$ cat config.mk
export PLATFORM = sky130hd
export DESIGN_NAME = instruction_prefetcher
export DESIGN_NICKNAME = d
export VERILOG_FILES = /design/src/rtl/instruction_prefetcher_pkg.sv /design/src/rtl/instruction_prefetcher.sv
export SDC_FILE = /design/constraint.sdc
export NUM_CORES = 1
export LEC_CHECK = 0
export BUFFER_PORTS_ARGS = -buffer_cell sky130_fd_sc_hd__buf_2
export CORE_ASPECT_RATIO = 1.1
export CORE_MARGIN = 2
export CORE_UTILIZATION = 42
export DETAILED_ROUTE_END_ITERATION = 7
export PLACE_DENSITY_LB_ADDON = 0.05
export SLEW_MARGIN = 20
export SYNTH_ARGS = -nofsm -noshare
export SYNTH_HDL_FRONTEND = slang
export SYNTH_SLANG_ARGS = --single-unit
$ cat constraint.sdc
create_clock -name clk -period 2.5 [get_ports clk]
set_input_delay 0.25 -clock clk [delete_from_list [all_inputs] [get_ports clk]]
set_output_delay 0.25 -clock clk [all_outputs]
set_load 0.005 [all_outputs]
$ cat src/rtl/instruction_prefetcher_pkg.sv
`default_nettype none
// ============================================================================
// Module   : instruction_prefetcher_pkg
// Brief    : Shared types, reset vectors and the real-mode address helper.
// Revision : 1.0 - initial release
// ============================================================================
package instruction_prefetcher_pkg;

    typedef enum logic [1:0] {
        ST_IDLE    = 2'd0,
        ST_FETCH   = 2'd1,
        ST_PUSH_LO = 2'd2,
        ST_PUSH_HI = 2'd3
    } pf_state_e;

    localparam logic [15:0] C_RESET_CS = 16'hFFFF;
    localparam logic [15:0] C_RESET_IP = 16'h0000;

    // Real-mode physical address; the 21st bit is dropped (1 MiB wrap).
    function automatic logic [19:0] phys_addr(input logic [15:0] seg, input logic [15:0] ofs);
        return {seg, 4'h0} + {4'h0, ofs};
    endfunction

endpackage
`default_nettype wire

$ cat src/rtl/instruction_prefetcher.sv
`default_nettype none
// ============================================================================
// Module   : instruction_prefetcher
// Brief    : Fetches 16-bit words at CS:IP and pushes bytes into the
//            instruction FIFO; handles odd IP, IP wrap and redirects.
// Revision : 1.0 - initial release
// ============================================================================
module instruction_prefetcher
    import instruction_prefetcher_pkg::*;
#(
    parameter logic [15:0] RESET_CS = C_RESET_CS,
    parameter logic [15:0] RESET_IP = C_RESET_IP
) (
    input  logic        clk,
    input  logic        reset,
    input  logic [15:0] cs,
    input  logic [15:0] new_ip,
    input  logic        load_new_ip,
    output logic        fifo_wr_en,
    output logic [7:0]  fifo_wr_data,
    input  logic        fifo_full,
    output logic        fifo_reset,
    output logic        mem_access,
    input  logic        mem_ack,
    output logic [18:0] mem_address,
    input  logic [15:0] mem_data,
    output logic [15:0] fetch_ip
);

    pf_state_e   state_q, state_d;
    logic [15:0] fetch_ip_q, fetch_ip_d;
    logic [15:0] cs_q, cs_d;
    logic [15:0] req_ip_q, req_ip_d;
    logic [15:0] hold_q, hold_d;
    logic        discard_q, discard_d;
    logic        mem_access_q, mem_access_d;
    logic        fifo_reset_q, fifo_reset_d;
    logic [19:0] w_req_phys;

    // The request address is derived from the latched CS:IP, so it cannot
    // move while a transaction is outstanding even if fetch_ip is redirected.
    assign w_req_phys  = phys_addr(cs_q, req_ip_q);
    assign mem_address = w_req_phys[19:1];
    assign mem_access  = mem_access_q;
    assign fifo_reset  = fifo_reset_q;
    assign fetch_ip    = fetch_ip_q;

    always_comb begin
        state_d      = state_q;
        fetch_ip_d   = fetch_ip_q;
        cs_d         = cs_q;
        req_ip_d     = req_ip_q;
        hold_d       = hold_q;
        discard_d    = discard_q;
        mem_access_d = mem_access_q;
        fifo_reset_d = 1'b0;
        fifo_wr_en   = 1'b0;
        fifo_wr_data = 8'h00;

        if (load_new_ip) begin
            fetch_ip_d   = new_ip;
            fifo_reset_d = 1'b1;
            hold_d       = 16'h0000;
            if (state_q == ST_FETCH) begin
                if (mem_ack) begin
                    mem_access_d = 1'b0;
                    discard_d    = 1'b0;
                    state_d      = ST_IDLE;
                end else begin
                    discard_d    = 1'b1;
                end
            end else begin
                state_d = ST_IDLE;
            end
        end else begin
            case (state_q)
                ST_IDLE: begin
                    if (!fifo_full) begin
                        cs_d         = cs;
                        req_ip_d     = fetch_ip_q;
                        mem_access_d = 1'b1;
                        state_d      = ST_FETCH;
                    end
                end
                ST_FETCH: begin
                    if (mem_ack) begin
                        mem_access_d = 1'b0;
                        if (discard_q) begin
                            discard_d = 1'b0;
                            state_d   = ST_IDLE;
                        end else begin
                            hold_d  = mem_data;
                            // An odd request address means only the high byte is wanted.
                            state_d = w_req_phys[0] ? ST_PUSH_HI : ST_PUSH_LO;
                        end
                    end
                end
                ST_PUSH_LO: begin
                    if (!fifo_full && !reset) begin
                        fifo_wr_en   = 1'b1;
                        fifo_wr_data = hold_q[7:0];
                        fetch_ip_d   = fetch_ip_q + 16'd1;
                        state_d      = ST_PUSH_HI;
                    end
                end
                ST_PUSH_HI: begin
                    if (!fifo_full && !reset) begin
                        fifo_wr_en   = 1'b1;
                        fifo_wr_data = hold_q[15:8];
                        fetch_ip_d   = fetch_ip_q + 16'd1;
                        state_d      = ST_IDLE;
                    end
                end
                default: state_d = ST_IDLE;
            endcase
        end
    end

    always_ff @(posedge clk) begin
        if (reset) begin
            state_q      <= ST_IDLE;
            fetch_ip_q   <= RESET_IP;
            cs_q         <= RESET_CS;
            req_ip_q     <= RESET_IP;
            hold_q       <= 16'h0000;
            discard_q    <= 1'b0;
            mem_access_q <= 1'b0;
            fifo_reset_q <= 1'b0;
        end else begin
            state_q      <= state_d;
            fetch_ip_q   <= fetch_ip_d;
            cs_q         <= cs_d;
            req_ip_q     <= req_ip_d;
            hold_q       <= hold_d;
            discard_q    <= discard_d;
            mem_access_q <= mem_access_d;
            fifo_reset_q <= fifo_reset_d;
        end
    end

endmodule
`default_nettype wire
==> metrics.cfg, run 1 <==
[critical_path]
slowest_delay_ps=350
crit_slowest_cell=fa_2
required_ps=2250
critPathLaunchType=flip-flop
worst-path-buf-inv=1
path_class=reg2out
path_cells=ha_4 > fa_2 > a21o_1 > a221oi_4 > o21ai_2 > a31oi_2 > xnor2_1 > buf_2
critPathMaxFanout=3
worstSetupEndpointType=output port
crit_arrival_ps=2220
cpLargestDelayFamily=compound AO/OA/AOI/OAI gates

[routing]
ant_nets=0
wl_per_cell_um=14.1
num_vias=3295
wirelength_um=9130
drc_errors=0
drt_iter0_markers=141
firstDrtPassIters=4
vias_per_cell=5.09

[timing]
fmax_mhz=405
rsz0062_at_grt=yes
fin_skew_ps=6.29
hold_viol=0
slew_headroom_pct=74.1
drv_slew=0
timing.final.crit_share_pct=98.7
finalSetupViolCount=0
tns_ps=0
hold_ws_ps=103
min_period_ps=2470
timing.final.ws_setup_ps=31.5
worst_slew_pin_slew_ps=388

[power]
leakage_nw=1.89
irDropWorstVdd_v=0.000341
p_total_mw=2.66
power_density_nw_per_um2=607

[clock_tree]
cts_tree=built
cts_buffer_depth=2
h-tree-depth=3
cts_buffers=9
clk_pin_slew_worst_paths_ps=80
clk_latency_ps=340
clock_sinks=69
clockRootBuffer=clkbuf_8

[cells_and_area]
multi_input_comb_area_um2=2040
final_area_um2=4380
fin_nets=602
n_antenna_cell=0
regArea_um2=1380
n_fill_cell=847
drive_gt1_share_pct=26.0
area_growth_pct=24.9
final_util_pct=54.8
final_cells=647

[placement]
place_area_um2=4100
pre_cts_ws_ps=71.0
place_congestion=0.872
numPortBuffers=98
place_inst=630
dp_hpwl_um=6550

[logic_synthesis]
syn-num-nets=507
synthCells=440
synth_seq_area_share_pct=39.4
synth_seq_cells=69
synth.distinct_cells=45
ys_warn_count=0
synth_area_um2=3510
ys_async_sr_fraction_pct=0
synth_edf_count=0
synth.avg_cell_area_um2=7.97
synth_top_flop_cell=dfxtp_1

[floorplan]
core_um2=8000
dieArea_um2=9100
fp.dieH_um=99.9
start_util_pct=43.9
row_count=34
die_w_um=91.1
io_pins=99

[global_routing]
track_usage_pct=20.5
antenna_found_initial=0
grt_max_degree=38
grt_pass1_wl_um=15000
overflow=0
grt_pass1_vias=3160

[status]
outcome=finished clean

[flow_run]
maxCapViolCount=0

[worst_hold_path]
hold_class=in2reg

==> timing repair <==
action	CTS	global route
buffers inserted	3	0
endpoints found under the setup margin	5	8
pin swaps	10	2
hold buffers	0	0
gates cloned	0	0
gates resized for setup	11	5
==> cell usage in the layout, fill, tap and decap left out, types with 4 or more instances in the layout <==
cell      netlist  final
inv_1           8      8
dfxtp_1        69     67
and3_1          4      4
nor2_1         30     29
o21ai_0         9      6
xnor2_1        16     16
mux2i_1        13     13
a211oi_1        8      8
buf_4           4     11
ha_1           13     12
nand2_1       113    113
buf_2           2     98
clkbuf_8        0     10
a21oi_1        48     48
xor2_1         11     11
nand3_1         9      9
nand3b_1       17     17
a21o_1          4      4
nand4_1         4      4
==> per-layer routing <==
layer	GRT usage [%]	up-vias	share of wire (%)
met4	8.97	0	2.1
met1	25.5	1511	44
met5	0	-	0
met3	4.28	15	4.5
li1	-	1684	-
met2	34.6	85	49
==> cells by family (layout without fill, tap and decap cells) <==
| kind of cell | after synthesis | count (layout) | share of synthesized area (%) |
|---|---|---|---|
| simple gates | 197 | 197 | 26.5 |
| mux | 13 | 13 | 3.71 |
| buf+inv | 34 | 133 | 4.14 |
| flops | 69 | 69 | 39.4 |
| compound gates | 86 | 86 | 14.3 |
| xor+xnor | 27 | 27 | 6.74 |
| fa+ha+maj | 14 | 14 | 5.21 |
==> power breakdown <==
group	switching, mW	leakage (nW)	internal (mW)
sequential	0.0504	0.565	1.15
combinational	0.245	1.22	0.215
clock	0.417	0.105	0.582
==> state kept, by name (all words and copies together), names as in the netlist <==
name,flops
req_ip_q,16
fetch_ip,16
fifo_reset,1
discard_q,1
cs_q,16
state_q,2
hold_q,16
mem_access,1
==> cell type report <==
cell class | count | area share, %
timing repair buffer | 109 | 13.1
clock inverter | 4 | 1.66
clock buffer | 11 | 3.23
tap | 108 | 3.08
multi-input combinational | 337 | 46.6
sequential | 69 | 31.6
inverter | 9 | 0.771
==> path summary, 6_finish.rpt <==
path	to	slack, ps	startpoint	cells past startpoint
worst max register to register	fetch_ip[14]	770	state_q[1]	6
worst min register to register	req_ip_q[0]	450	req_ip_q[0]	2
worst min-delay path	fetch_ip[15]	100	new_ip[15]	3
worst max-delay path	mem_address[15]	30	req_ip_q[4]	8
==> worst min-delay path, stage by stage <==
cell	delay, ps
buf_2	70
nand2_1	30
o21ai_1	50
==> synthesized netlist by cell type (3+ instances only) <==
| master | instances | share of area, % |
|---|---|---|
| nand3_1 | 9 | 1.3 |
| mux2i_1 | 13 | 3.7 |
| o21ai_1 | 3 | 0.43 |
| ha_1 | 13 | 4.6 |
| inv_1 | 8 | 0.86 |
| and3_1 | 4 | 0.71 |
| clkbuf_1 | 17 | 1.8 |
| xor2_1 | 11 | 2.7 |
| nand4_1 | 4 | 0.71 |
| xnor2_1 | 16 | 4.0 |
| nor4_2 | 3 | 1.1 |
| a211oi_1 | 8 | 1.7 |
| nand2_1 | 113 | 12 |
| o21ai_0 | 9 | 1.3 |
| dfxtp_1 | 69 | 39 |
| a31oi_1 | 4 | 0.71 |
| nor2_1 | 30 | 3.2 |
| buf_4 | 4 | 0.86 |
| a21oi_1 | 48 | 6.8 |
| nor2b_1 | 3 | 0.54 |
| a21o_1 | 4 | 0.86 |
| nand3b_1 | 17 | 3.6 |
Note: power is estimated with default switching activity, not from simulation.
==> run 2: changes to the inputs <==
Settings changed: GPL_TIMING_DRIVEN from default to 0.
==> metrics.cfg, run 2 (synthesized netlist as in run 1, its figures left out) <==
[flow_run]
maxCapViolCount=0  ; unchanged

[clock_tree]
cts_tree=built
cts_buffer_depth=2  ; unchanged
clk_latency_ps=340  ; about the same
cts_buffers=9  ; unchanged
clk_pin_slew_worst_paths_ps=70  ; about the same
clock_sinks=69  ; unchanged
clockRootBuffer=clkbuf_8
h-tree-depth=3  ; unchanged

[timing]
finalSetupViolCount=1  ; +1
tns_ps=-19.9  ; -19.9 ps
worst_slew_pin_slew_ps=723  ; +335 ps
timing.final.crit_share_pct=101  ; +2.1 points
min_period_ps=2520  ; +51.4 ps
slew_headroom_pct=51.8  ; -22 points
drv_slew=0  ; unchanged
fin_skew_ps=3.38  ; -2.91 ps
hold_ws_ps=112  ; +9.11 ps
hold_viol=0  ; unchanged
fmax_mhz=397  ; -2.0%
rsz0062_at_grt=yes
timing.final.ws_setup_ps=-19.9  ; -51.4 ps

[routing]
wl_per_cell_um=14.1  ; -0.35%
firstDrtPassIters=4  ; unchanged
vias_per_cell=5.12  ; +0.57%
wirelength_um=9350  ; +2.4%
ant_nets=0  ; unchanged
drc_errors=0  ; unchanged
num_vias=3406  ; +3.4%
drt_iter0_markers=132  ; -6.4%

[floorplan]
start_util_pct=43.9  ; unchanged
die_w_um=91.1  ; unchanged
dieArea_um2=9100  ; unchanged
fp.dieH_um=99.9  ; unchanged
io_pins=99  ; unchanged
row_count=34  ; unchanged
core_um2=8000  ; unchanged

[status]
violations=negative setup slack
outcome=complete, but fails checks

[global_routing]
grt_pass1_wl_um=15100  ; +0.46%
overflow=0  ; unchanged
grt_max_degree=11  ; -71%
grt_pass1_vias=3226  ; +2.1%
track_usage_pct=20.7  ; +0.20 points
antenna_found_initial=0  ; unchanged

[power]
irDropWorstVdd_v=0.000337  ; -1.3%
power_density_nw_per_um2=588  ; -3.0%
leakage_nw=1.91  ; +0.95%

[placement]
numPortBuffers=97  ; -1.0%
place_congestion=0.852  ; -2.3%
dp_hpwl_um=7070  ; +8.0%

[critical_path]
required_ps=2250  ; about the same
critPathLaunchType=flip-flop
worstSetupEndpointType=output port
critPathMaxFanout=2  ; -1
path_class=reg2out
crit_arrival_ps=2270  ; +50 ps

[cells_and_area]
area_growth_pct=26.2
final_common_cell=nand2_1
final_cell_mix=nand2_1 (113), buf_2 (99), dfxtp_1 (67), a21oi_1 (47), nor2_1 (29)
n_fill_cell=848  ; +0.12%
regArea_um2=1380  ; unchanged
drive_gt1_share_pct=25.1  ; -0.84 points
final_util_pct=55.4  ; +0.58 points
n_antenna_cell=0  ; unchanged
fin_nets=621  ; +3.2%
multi_input_comb_area_um2=2030  ; -0.55%

[worst_hold_path]
hold_class=in2reg

run 2: changes by cell type in the layout (fill, tap and decap cells not counted), moves of 2 or more:
cell / before / now
clkbuf_1: 1 / 18
clkbuf_8: 10 / 12
buf_1: 0 / 2
buf_4: 11 / 9
run 2: critical path: stages (launching register included):
cell	delay, ps
dfxtp_2	340
ha_4	170
fa_2	360
a21o_1	210
a221oi_4	310
o21ai_2	100
a31oi_1	180
xnor2_1	140
buf_2	130
run 2: power by group:
group / internal (mW) / switching, mW
logic: 0.219 / 0.254
clock network: 0.533 / 0.401
registers: 1.15 / 0.0495
run 2: worst paths after layout:
path,from,to,slack [ps],cells past startpoint
worst max-delay path,cs_q[0],mem_address[15],-20,8
worst min-delay path,new_ip[9],fetch_ip[9],110,3
worst max register to register,state_q[0],hold_q[14],710,7
worst min register to register,hold_q[0],hold_q[0],460,2
run 2: metal layers:
layer  up-vias  part of all wire (%)  GRT usage, %
li1       1727                     -             -
met4         0                   2.3          7.69
met5         -                     0             0
met3        15                   4.9          4.20
met1      1582                    44          24.9
met2        82                    49          36.8
run 2: layout make-up:
type	instances	area share (%)
clock inverter	1	0.678
inverter	9	0.763
sequential	69	31.3
clock buffer	13	3.81
tap	108	3.05
timing repair buffer	103	12.1
buffer	25	2.51
multi-input combinational	337	45.9
run 2: timing repair:
| item | 4_1_cts | 5_1_grt |
|---|---|---|
| pin swaps | 7 | 1 |
| setup endpoints to repair | 7 | 9 |
| cloned | 0 | 0 |
| gates resized for setup | 11 | 5 |
| setup buffers | 5 | 1 |
| hold buffers | 0 | 0 |
run 2: metrics by stage:
step / std cells / total power, mW / setup WS (ps) / instance area (um2)
4_1_cts: 664 / 2.61 / -28.5 / 4400
3_5_place_dp: 645 / 1.67 / -20.8 / 4130
6_report: 665 / 2.61 / -19.9 / 4430
2_1_floorplan: 440 / 1.49 / 334 / 3510
5_1_grt: 665 / 2.74 / -99.4 / 4430
3_3_place_gp: 645 / 1.66 / 36.1 / 4130
==> run 3: changes to the inputs <==
Settings changed: CTS_BUF_LIST from default to sky130_fd_sc_hd__clkbuf_8.
==> metrics.cfg, run 3 (synthesized netlist as in run 1, its figures left out) <==
[placement]
pre_cts_ws_ps=-20.8  ; unchanged
dp_hpwl_um=7070  ; unchanged
place_inst=645  ; unchanged
place_area_um2=4130  ; unchanged
place_congestion=0.852  ; unchanged
numPortBuffers=97  ; unchanged

[critical_path]
crit_slowest_cell=fa_2
required_ps=2250  ; about the same
worstSetupEndpointType=output port
slowest_delay_ps=360  ; about the same
crit_arrival_ps=2270  ; about the same
critPathLaunchType=flip-flop
path_class=reg2out
critPathMaxFanout=2  ; unchanged
ff2ff_path_depth=7  ; unchanged
path_cells=ha_4 > fa_2 > a21o_1 > a221oi_4 > o21ai_2 > a31oi_1 > xnor2_1 > buf_2

[power]
p_total_mw=2.60  ; -0.14%
irDropWorstVdd_v=0.000337  ; about the same
leakage_nw=1.91  ; +0.22%
power_density_nw_per_um2=588  ; -0.14%

[floorplan]
io_pins=99  ; unchanged
core_um2=8000  ; unchanged
die_w_um=91.1  ; unchanged
row_count=34  ; unchanged
dieArea_um2=9100  ; unchanged
fp.dieH_um=99.9  ; unchanged
start_util_pct=43.9  ; unchanged

[routing]
firstDrtPassIters=4  ; unchanged
drt_iter0_markers=132  ; unchanged
num_vias=3406  ; unchanged
wl_per_cell_um=14.1  ; about the same
drc_errors=0  ; unchanged
ant_nets=0  ; unchanged
wirelength_um=9350  ; about the same
vias_per_cell=5.12  ; unchanged

[timing]
finalSetupViolCount=1  ; unchanged
drv_slew=0  ; unchanged
timing.final.crit_share_pct=101  ; unchanged
hold_viol=0  ; unchanged
min_period_ps=2520  ; unchanged
worst_slew_pin_slew_ps=723  ; unchanged
slew_headroom_pct=51.8  ; unchanged
rsz0062_at_grt=yes
timing.final.ws_setup_ps=-19.9  ; unchanged
fmax_mhz=397  ; unchanged
tns_ps=-19.9  ; unchanged
fin_skew_ps=2.96  ; -0.421 ps

[clock_tree]
cts_hold_buffers=0  ; unchanged
clk_pin_slew_worst_paths_ps=70  ; about the same
cts_buffer_depth=2  ; unchanged
clk_latency_ps=340  ; about the same
clock_sinks=69  ; unchanged
h-tree-depth=3  ; unchanged
cts_tree=built
clockRootBuffer=clkbuf_8
cts_buffers=9  ; unchanged

[cells_and_area]
area_growth_pct=26.2  ; unchanged
final_cell_mix=nand2_1 (113), buf_2 (99), dfxtp_1 (67), a21oi_1 (47), nor2_1 (29)
fin_nets=621  ; unchanged
n_antenna_cell=0  ; unchanged
final_common_cell=nand2_1
drive_gt1_share_pct=25.1  ; unchanged
final_area_um2=4430  ; unchanged
final_cells=665  ; unchanged

[status]
outcome=complete, but fails checks
violations=negative setup slack

[global_routing]
track_usage_pct=20.7  ; unchanged
gr-usage-met2_pct=36.8  ; unchanged
grt_pass1_wl_um=15100  ; unchanged
antenna_found_initial=0  ; unchanged
use_met3_pct=4.20  ; unchanged
busiest_layer=met2
grt_pass1_vias=3226  ; unchanged
overflow=0  ; unchanged
grt_max_degree=11  ; unchanged
grt_util_met1_pct=24.9  ; unchanged

[flow_run]
maxCapViolCount=0  ; unchanged

[worst_hold_path]
hold_class=in2reg
holdPathStages=3  ; unchanged

run 3: layer usage:
metal / wire (um) / vias to the layer above / part of all wire [%]
met5: 0 / - / 0
met4: 219 / 0 / 2.3
met3: 459 / 15 / 4.9
met2: 4540 / 82 / 48
met1: 4140 / 1582 / 44
li1: - / 1727 / -
run 3: metrics by stage:
step | utilization (%) | hold WS, ps
after floorplan | - | 347
after global placement | 51.6 | 444
after detailed placement | 51.6 | 447
after CTS | 55.1 | 107
after global routing | 55.4 | 122
final | 55.4 | 112
run 3: where the power goes:
group	internal, mW	switching (mW)	total, mW
combinational	0.219	0.254	0.473
clock	0.529	0.402	0.930
sequential	1.15	0.0495	1.20
total	1.90	0.705	2.60
run 3: layout make-up:
type	instances	area, um2
fill	848	3570
multi-input combinational	337	2030
sequential	69	1380
timing repair buffer	103	534
clock buffer	12	165
tap	108	135
buffer	25	111
clock inverter	2	33.8
inverter	9	33.8
run 3: what timing repair did:
item | CTS | global route
gates resized for setup | 11 | 5
pin swaps | 7 | 1
setup buffers | 5 | 1
setup endpoints to repair | 7 | 9
run 3: path summary, 6_finish.rpt:
kind	end	slack, ps	startpoint
hold / removal	fetch_ip[9]	110	new_ip[9]
setup reg to reg	hold_q[14]	710	state_q[0]
setup / recovery	mem_address[15]	-20	cs_q[0]
hold reg to reg	hold_q[0]	460	hold_q[0]
run 3: worst max-delay path: cells and delay by family, from the launching register on:
| family | cells | cell delay (ps) |
|---|---|---|
| AOI/OAI and AO/OA | 4 | 800 |
| xor gates and xnor gates | 1 | 140 |
| adders and majority gates | 2 | 530 |
| buffers and inverters | 1 | 130 |
| DFF | 1 | 340 |
